==> config.mk <==
export PLATFORM = sky130hd
export DESIGN_NAME = line_raster
export DESIGN_NICKNAME = d
export VERILOG_FILES = /design/src/rtl/line_raster.sv
export SDC_FILE = /design/constraint.sdc
export NUM_CORES = 1
export LEC_CHECK = 0
export ABC_AREA = 1
export CAP_MARGIN = 20
export CELL_PAD_IN_SITES_DETAIL_PLACEMENT = 0
export CELL_PAD_IN_SITES_GLOBAL_PLACEMENT = 2
export CORE_UTILIZATION = 34
export CTS_CLUSTER_DIAMETER = 120
export DETAILED_ROUTE_END_ITERATION = 10
export GPL_ROUTABILITY_DRIVEN = 0
export PLACE_DENSITY_LB_ADDON = 0.05
export RECOVER_POWER = 25
export SLEW_MARGIN = 25
export SYNTH_ARGS = -nofsm -noshare
export SYNTH_HDL_FRONTEND = slang
export SYNTH_SLANG_ARGS = --single-unit
export TNS_END_PERCENT = 30
==> constraint.sdc <==
create_clock -name clk -period 7.3 [get_ports clk]
set_input_delay 1.095 -clock clk [delete_from_list [all_inputs] [get_ports clk]]
set_output_delay 1.095 -clock clk [all_outputs]
set_load 0.05 [all_outputs]
==> src/rtl/line_raster.sv <==
// Purpose: Bresenham line rasteriser that streams one pixel coordinate per cycle over all octants.
// Latency: start accepted at cycle 0, first pixel at cycle 2, done pulses the cycle after the last handshake.
// Backpressure: pix_x/pix_y/pix_last hold while pix_valid && !pix_ready; pix_valid never drops without a handshake.
//
// Ports:
//   clk, rst_n                : clock, synchronous active-low reset
//   start, x0, y0, x1, y1     : line request, endpoints captured when start is accepted in IDLE
//   busy                      : high in SETUP, DRAW and DONE
//   pix_valid/pix_ready       : pixel stream handshake
//   pix_x, pix_y, pix_last    : current pixel and final-pixel tag
//   done                      : one-cycle pulse after the line completes
module line_raster #(
  parameter int COORD_W      = 16,
  parameter int INCLUDE_LAST = 1
) (
  input  logic               clk,
  input  logic               rst_n,
  input  logic               start,
  input  logic [COORD_W-1:0] x0,
  input  logic [COORD_W-1:0] y0,
  input  logic [COORD_W-1:0] x1,
  input  logic [COORD_W-1:0] y1,
  output logic               busy,
  output logic               pix_valid,
  input  logic               pix_ready,
  output logic [COORD_W-1:0] pix_x,
  output logic [COORD_W-1:0] pix_y,
  output logic               pix_last,
  output logic               done
);

  localparam int DW = COORD_W + 2;  // dx / dy
  localparam int EW = COORD_W + 3;  // err
  localparam int CW = COORD_W + 1;  // pixel count

  typedef enum logic [1:0] {IDLE, SETUP, DRAW, DONE} state_t;

  state_t state, state_n;

  // captured endpoints
  logic [COORD_W-1:0] x0_r, y0_r, x1_r, y1_r;

  // walk state
  logic signed [DW-1:0] dx_r, dy_r;
  logic signed [EW-1:0] err_r;
  logic [CW-1:0]        cnt_r;
  logic                 sx_neg, sy_neg;

  // setup arithmetic
  logic [COORD_W-1:0]   adx, ady, amax;
  logic signed [DW-1:0] dx_s, dy_s;
  logic signed [EW-1:0] err_s;
  logic [CW-1:0]        cnt_s;

  // step arithmetic
  logic signed [EW:0]   e2, dx_w, dy_w;
  logic signed [EW-1:0] dx_e, dy_e, err_n;
  logic                 step_x, step_y;
  logic [COORD_W-1:0]   x_inc, y_inc;
  logic                 last_pix;

  assign last_pix = (cnt_r == CW'(1));

  always_comb begin
    adx   = (x1_r >= x0_r) ? (x1_r - x0_r) : (x0_r - x1_r);
    ady   = (y1_r >= y0_r) ? (y1_r - y0_r) : (y0_r - y1_r);
    amax  = (adx >= ady) ? adx : ady;
    dx_s  = $signed({2'b00, adx});
    dy_s  = -$signed({2'b00, ady});
    err_s = $signed({dx_s[DW-1], dx_s}) + $signed({dy_s[DW-1], dy_s});
    cnt_s = {1'b0, amax} + CW'(INCLUDE_LAST);

    // Both decisions use the same doubled error; both corrections accumulate.
    e2     = $signed({err_r, 1'b0});
    dx_w   = $signed({{3{dx_r[DW-1]}}, dx_r});
    dy_w   = $signed({{3{dy_r[DW-1]}}, dy_r});
    dx_e   = $signed({dx_r[DW-1], dx_r});
    dy_e   = $signed({dy_r[DW-1], dy_r});
    step_x = (e2 >= dy_w);
    step_y = (e2 <= dx_w);
    err_n  = err_r + (step_x ? dy_e : EW'(0)) + (step_y ? dx_e : EW'(0));

    // A step of -1 is all-ones; the add wraps modulo 2^COORD_W.
    x_inc = sx_neg ? {COORD_W{1'b1}} : COORD_W'(1);
    y_inc = sy_neg ? {COORD_W{1'b1}} : COORD_W'(1);
  end

  // FSM state register
  always_ff @(posedge clk) begin
    if (!rst_n) state <= IDLE;
    else        state <= state_n;
  end

  // FSM next state and outputs
  always_comb begin
    state_n   = state;
    busy      = 1'b0;
    pix_valid = 1'b0;
    pix_last  = 1'b0;
    done      = 1'b0;
    case (state)
      IDLE: begin
        if (start) state_n = SETUP;
      end
      SETUP: begin
        busy    = 1'b1;
        state_n = (cnt_s == '0) ? DONE : DRAW;
      end
      DRAW: begin
        busy      = 1'b1;
        pix_valid = 1'b1;
        pix_last  = last_pix;
        if (pix_ready && last_pix) state_n = DONE;
      end
      DONE: begin
        busy    = 1'b1;
        done    = 1'b1;
        state_n = IDLE;
      end
      default: state_n = IDLE;
    endcase
  end

  // Datapath
  always_ff @(posedge clk) begin
    if (!rst_n) begin
      x0_r   <= '0;
      y0_r   <= '0;
      x1_r   <= '0;
      y1_r   <= '0;
      dx_r   <= '0;
      dy_r   <= '0;
      err_r  <= '0;
      cnt_r  <= '0;
      sx_neg <= 1'b0;
      sy_neg <= 1'b0;
      pix_x  <= '0;
      pix_y  <= '0;
    end else begin
      case (state)
        IDLE: begin
          if (start) begin
            x0_r <= x0;
            y0_r <= y0;
            x1_r <= x1;
            y1_r <= y1;
          end
        end
        SETUP: begin
          dx_r   <= dx_s;
          dy_r   <= dy_s;
          err_r  <= err_s;
          cnt_r  <= cnt_s;
          sx_neg <= !(x0_r < x1_r);
          sy_neg <= !(y0_r < y1_r);
          if (cnt_s != '0) begin
            pix_x <= x0_r;
            pix_y <= y0_r;
          end
        end
        DRAW: begin
          if (pix_ready) begin
            err_r <= err_n;
            cnt_r <= cnt_r - CW'(1);
            // Hold the coordinate on the final handshake so it never steps
            // past the endpoint (matters at the screen edges).
            if (!last_pix) begin
              if (step_x) pix_x <= pix_x + x_inc;
              if (step_y) pix_y <= pix_y + y_inc;
            end
          end
        end
        default: ;
      endcase
    end
  end

endmodule

* Word level (Yosys, flattened, before mapping)
Cells that the tools add are included.
** Word-level totals
- Output and inout port bits :: 36
- Logic and storage cells :: 85
- Flip-flop bits (word level) :: 170
- Input bits :: 68
** Cells by class
- Add/subtract/negate cells :: 12
- $lt $le $gt $ge :: 7
- Reduce and logical (&&, ||, !) cells :: 13
- Equal/unequal tests :: 11
- Mux-type cells :: 29
** Operators by type and width (number)
- 2-to-1 mux 16 bit :: 14
- case mux 16 bit (2 select lines) :: 2
- subtractor 16 bit :: 4
- greater-or-equal comparator 16 bit :: 3
- 2-to-1 mux 19 bit :: 2
- case mux 19 bit (2 select lines) :: 1
- case mux 17 bit (2 select lines) :: 1
- adder 16 bit :: 2
- < comparator 16 bit :: 2
- greater-or-equal comparator 20 x 18 -> 1 bit :: 1
- <= comparator 20 x 17 -> 1 bit :: 1
- adder 17 x 18 -> 19 bit :: 1
- adder 19 x 17 -> 19 bit :: 1
- adder 19 bit :: 1
- negator 16 -> 18 bit :: 1
- adder 16 x 1 -> 17 bit, second input constant :: 1
- == test 17 x 1 -> 1 bit, second input constant :: 1
- logical NOT 17 bit :: 1
- 2-to-1 mux 17 bit :: 1
- nonzero test 17 bit :: 1
- subtractor 17 x 1 -> 17 bit, second input constant :: 1
- inequality test 2 bit, second input constant :: 7
- AND reduction 5 bit :: 2
- case mux 2 bit (4 select lines) :: 1
- other kinds (10) :: 19

* Logic depth before layout (Yosys ltp)
- Word-level depth :: 8
- Depth in mapped cells :: 40

* Worst setup path before layout
OpenSTA, ideal clock, no wires.
- Kind :: register -> register
- From :: register dx_r[5]
- To :: register err_r[17]
- Buffers on the path :: 1
- Stages on the path, launching flop included :: 35
- Required time :: 7178 ps
- Setup slack :: 1895 ps
- Arrival :: 5284 ps
- Clock period less this slack :: 5405 ps
- Cell sequence :: dfxtp_1 > inv_1 > ha_1 > a21oi_1 > nor2_1 > a211oi_1 > nor2_1 > o21ai_0 > a31oi_1 > a2111oi_0 > nor3b_1 > inv_1 > clkbuf_1 > nand2_1 > fa_1 > inv_1 > ha_1 > inv_1 > fa_1 > o31ai_1 > nand4_1 > o211ai_1 > a21oi_1 > o21bai_1 > a21oi_1 > o21ai_0 > a21oi_1 > o21ba_2 > or2_2 > nand2_1 > nand2_1 > nand2_1 > a21oi_1 > o21ai_0 > a21oi_1
** Between the ends
- Cells in the longest elaborated chain, start to end :: 5
** RTL lines
- start: declaration :: RTL line 44 : logic signed [DW-1:0] dx_r, dy_r;
- start signal: assignment :: RTL line 150 : dx_r <= dx_s;
- <= comparator 20 x 17 -> 1 bit :: RTL line 80 : step_y = (e2 <= dx_w);
- 2-to-1 mux 16 bit * :: RTL line 81 : err_n = err_r + (step_x ? dy_e : EW'(0)) + (step_y ? dx_e : EW'(0));
- adder 19 x 17 -> 19 bit * :: RTL line 81
- 2-to-1 mux 19 bit * :: RTL line 162 : if (pix_ready) begin
- case mux 19 bit (2 select lines) * :: RTL line 140 : case (state)
- end signal: assignment :: RTL line 152 : err_r <= err_s;
- end signal: assignment :: RTL line 163 : err_r <= err_n;
- end: declaration :: RTL line 45 : logic signed [EW-1:0] err_r;
Mark *: on every way between the ends. The rest lies on a longest branch, timed or not. The select of a mux whose other input is x is not followed.
A chain may end at the register's enable or synchronous reset.

* Worst setup path in the final report
- From :: register err_r[18]
- To :: register err_r[17]
** Between the ends
- Cells in the longest elaborated chain, start to end :: 6
** RTL lines
- greater-or-equal comparator 20 x 18 -> 1 bit :: RTL line 79 : step_x = (e2 >= dy_w);
- 2-to-1 mux 19 bit :: RTL line 81
- adder 19 bit :: RTL line 81
- adder 19 x 17 -> 19 bit * :: RTL line 81
- 2-to-1 mux 19 bit * :: RTL line 162
- case mux 19 bit (2 select lines) * :: RTL line 140
Marked as above.

==> results.sh <==
export IMPL_status="complete, but fails checks"
export IMPL_violations="capacitance limit, slew limit"
export IMPL_viasPerCell=5.051
export IMPL_hold_start="dy_r[16]$_SDFFE_PN0P_"
export IMPL_cp_start_kind="register"
export IMPL_vias=15440
export IMPL_core_area_sq_um=45280
export IMPL_cts_sinks=170
export IMPL_hold_path_depth=2
export IMPL_numPortBuffers=103
export IMPL_setup_viol=0
export IMPL_nNetsFinal=2718
export IMPL_grt_max_degree=71
export IMPL_hold_viol_final=0
export IMPL_setup_tns_ns=0
export IMPL_syn2layout_area_growth_pct=13.99
export IMPL_num_io_pins=104
export IMPL_holdBufCountCts=0
export IMPL_synthFlopType="dfxtp_1"
export IMPL_wire_per_inst_um=18.35
export IMPL_fin_crit_ns=6.142
export IMPL_drt_iter0_markers=844
export IMPL_reg_largest_list="err_r x19, dy_r x18, cnt_r x17"
export IMPL_hold_class="reg2reg"
export IMPL_initial_utilization_pct=34.39
export IMPL_syn_area_sq_um=15570
export IMPL_timing_rr_start="err_r[18]$_SDFFE_PN0P_"
export IMPL_finalMaxSlewViolations=234
export IMPL_ctsResizeCount=0
export IMPL_synthTopCellsByArea="dfxtp_1 (22%), ha_1 (15%), nand2_1 (12%)"
export IMPL_grt_overflow_total=0
export IMPL_crit_path_top_delay_cell="fa_1"
export IMPL_first_global_vias=14865
export IMPL_cts_path_max_buffers=2
export IMPL_cts_clk_slew_worst_paths_ns=0.07
export IMPL_rr_endpoint="err_r[17]$_SDFFE_PN0P_"
export IMPL_synthArstFlopShare_pct=0
export IMPL_drive_gt1_share_pct=4.601
export IMPL_largest_reg_flops=19
export IMPL_routed_wl_mm=56.10
export IMPL_worstSetupEndpointType="register"
export IMPL_period_share_pct=84.14
export IMPL_firstDrtPassIters=5
export IMPL_syn_avg_cell_area_sq_um=6.541
export IMPL_die_h_um=216.0
export IMPL_std_cell_rows=78
export IMPL_slew_headroom_pct=-65.47
export IMPL_cts_htree_levels=4
export IMPL_rsz0062_at_grt="false"
export IMPL_cp_data_arrival_time_ns=6.52
export IMPL_crit_required_ns=7.68
export IMPL_syn_nets=2655
export IMPL_antenna_found_initial=3
export IMPL_drv_cap=4
export IMPL_track_usage_pct=24.32
export IMPL_synth_seq_area_share_pct=21.85
export IMPL_top_register="err_r"
export IMPL_grt_pass1_wl_mm=85.91
export IMPL_synth_area_leader_cell="dfxtp_1"
export IMPL_path_class="reg2reg"
export IMPL_critPathMaxStageDelay_ns=0.48
export IMPL_tightest_slew_ns=2.482
export IMPL_post_cts_repair_setup_buffers=0
export IMPL_clockRootBuffer="clkbuf_16"
export IMPL_r2r_cells=31
export IMPL_finClkSkew_ns=0.01471
export IMPL_ys_ff_latch=170
export IMPL_cp_max_fo=15
export IMPL_hold_end="dy_r[16]$_SDFFE_PN0P_"
export IMPL_ff2ff_setup_slack_ns=1.16
export IMPL_final_antenna_net_count=0
export IMPL_fmax_mhz=162.8
export IMPL_die_x_um=216.0
export IMPL_yosysUniqueCellTypes=57
export IMPL_synth_edf_count=0
export IMPL_drc=0
export IMPL_dp_hpwl_mm=44.73
export IMPL_cts_tree="built"
export IMPL_clk_latency_ns=0.51
export IMPL_numCtsBuffers=17
export IMPL_yosys_warnings=0
export IMPL_yosysTopAreaCellShare_pct=21.85
export IMPL_die_area_sq_um=46660
export IMPL_netlist_instances=2381
kinds of logic after synthesis:
group,after synthesis,share of synthesized area (%)
XOR/XNOR,70,3.985
buffers and inverters,430,10.89
flip-flops,170,21.85
AO/OA/AOI/OAI,639,22.31
adder cells (fa/ha/maj),206,17.66
AND/OR/NAND/NOR,866,23.30
worst max-delay path: cells and delay by family (launching register included):
family	cells	cell delay, ns
AO/OA/AOI/OAI	12	2.16
AND/OR/NAND/NOR	10	1.64
adder cells (fa/ha/maj)	3	1.06
buffers and inverters	6	0.72
flip-flops	1	0.40
how the worst max path moves through the flow:
| stage | start | to | slack, ns |
|---|---|---|---|
| finish | err_r[18]$_SDFFE_PN0P_ | err_r[17]$_SDFFE_PN0P_ | 1.16 |
| global route | err_r[18]$_SDFFE_PN0P_ | err_r[17]$_SDFFE_PN0P_ | 0.52 |
| CTS | err_r[18]$_SDFFE_PN0P_ | err_r[17]$_SDFFE_PN0P_ | 1.08 |
| global placement | err_r[18]$_SDFFE_PN0P_ | err_r[17]$_SDFFE_PN0P_ | 1.09 |
| floorplan | dx_r[5]$_SDFFE_PN0P_ | err_r[17]$_SDFFE_PN0P_ | 1.89 |
| detailed placement | err_r[18]$_SDFFE_PN0P_ | err_r[17]$_SDFFE_PN0P_ | 1.10 |
per-layer routing:
| metal | share of wire [%] | vias to the layer above | global-route usage [%] |
|---|---|---|---|
| met3 | 3.0 | 54 | 4.158 |
| met5 | 0 | - | 0 |
| li1 | - | 7973 | - |
| met1 | 45 | 7173 | 29.94 |
| met2 | 50 | 240 | 42.43 |
| met4 | 2.8 | 0 | 8.451 |
stage by stage:
stage	cell area [sq um]	hold WS (ns)	util, %	instances	setup slack (ns)
after global routing	17750	0.4943	39.20	3056	0.5189
after detailed placement	17160	0.4553	37.89	3025	1.097
after CTS	17770	0.4656	39.24	3056	1.079
final	17750	0.4724	39.20	3057	1.158
after floorplan	15570	0.4453	-	2381	1.895
after global placement	17160	0.4542	37.89	3025	1.093
area by class of cell:
class | count | area, sq um
Clock inverter | 11 | 145.1
Sequential cell | 170 | 3403
Inverter | 346 | 1299
Timing Repair Buffer | 128 | 1205
Antenna cell | 1 | 2.502
Clock buffer | 20 | 466.7
Tap cell | 600 | 750.7
Fill cell | 4955 | 27530
Multi-Input combinational cell | 1781 | 10480
Yosys cell counts, types with 5 or more instances:
| cell type | number |
|---|---|
| nand2_1 | 502 |
| inv_1 | 339 |
| a21oi_1 | 276 |
| o21ai_0 | 255 |
| nor2_1 | 187 |
| ha_1 | 183 |
| dfxtp_1 | 170 |
| nand3_1 | 89 |
| clkbuf_1 | 57 |
| xor2_1 | 50 |
| a31oi_1 | 24 |
| fa_1 | 23 |
| nor3_1 | 19 |
| xnor2_1 | 19 |
| nand4_1 | 17 |
| nand2_2 | 15 |
| nor2_2 | 15 |
| a211oi_1 | 14 |
| o211ai_1 | 13 |
| buf_6 | 9 |
| buf_1 | 8 |
| a21o_1 | 7 |
| buf_2 | 7 |
| o2111ai_1 | 7 |
| o21a_1 | 7 |
| o21bai_1 | 7 |
| or2_2 | 5 |
cells in the final DEF, fill, tap and decap left out, types with 4 or more instances in the layout:
cell             Yosys  layout
o211ai_1            13      13
nor2_1             187     187
a21oi_1            276     276
o21a_1               7       7
a211oi_1            14      14
clkbuf_16            0      17
fa_1                23      23
nand2_2             15      15
o21ai_0            255     255
a31oi_1             24      24
inv_2                4       5
nor2_2              15      15
a21o_1               7       7
nand2_4              4       4
buf_4                1      23
o2111ai_1            7       7
nand2_1            502     502
nand3_1             89      89
or2_2                5       5
xnor2_1             19      19
ha_1               183     182
inv_1              339     338
clkdlybuf4s50_1      0     101
dfxtp_1            170     170
xor2_1              50      50
nand4_1             17      17
o21bai_1             7       7
nor3_1              19      19
Power is left out: the tool's default activity adds up to more than one toggle a clock period on the data nets, which glitch-free logic cannot reach.
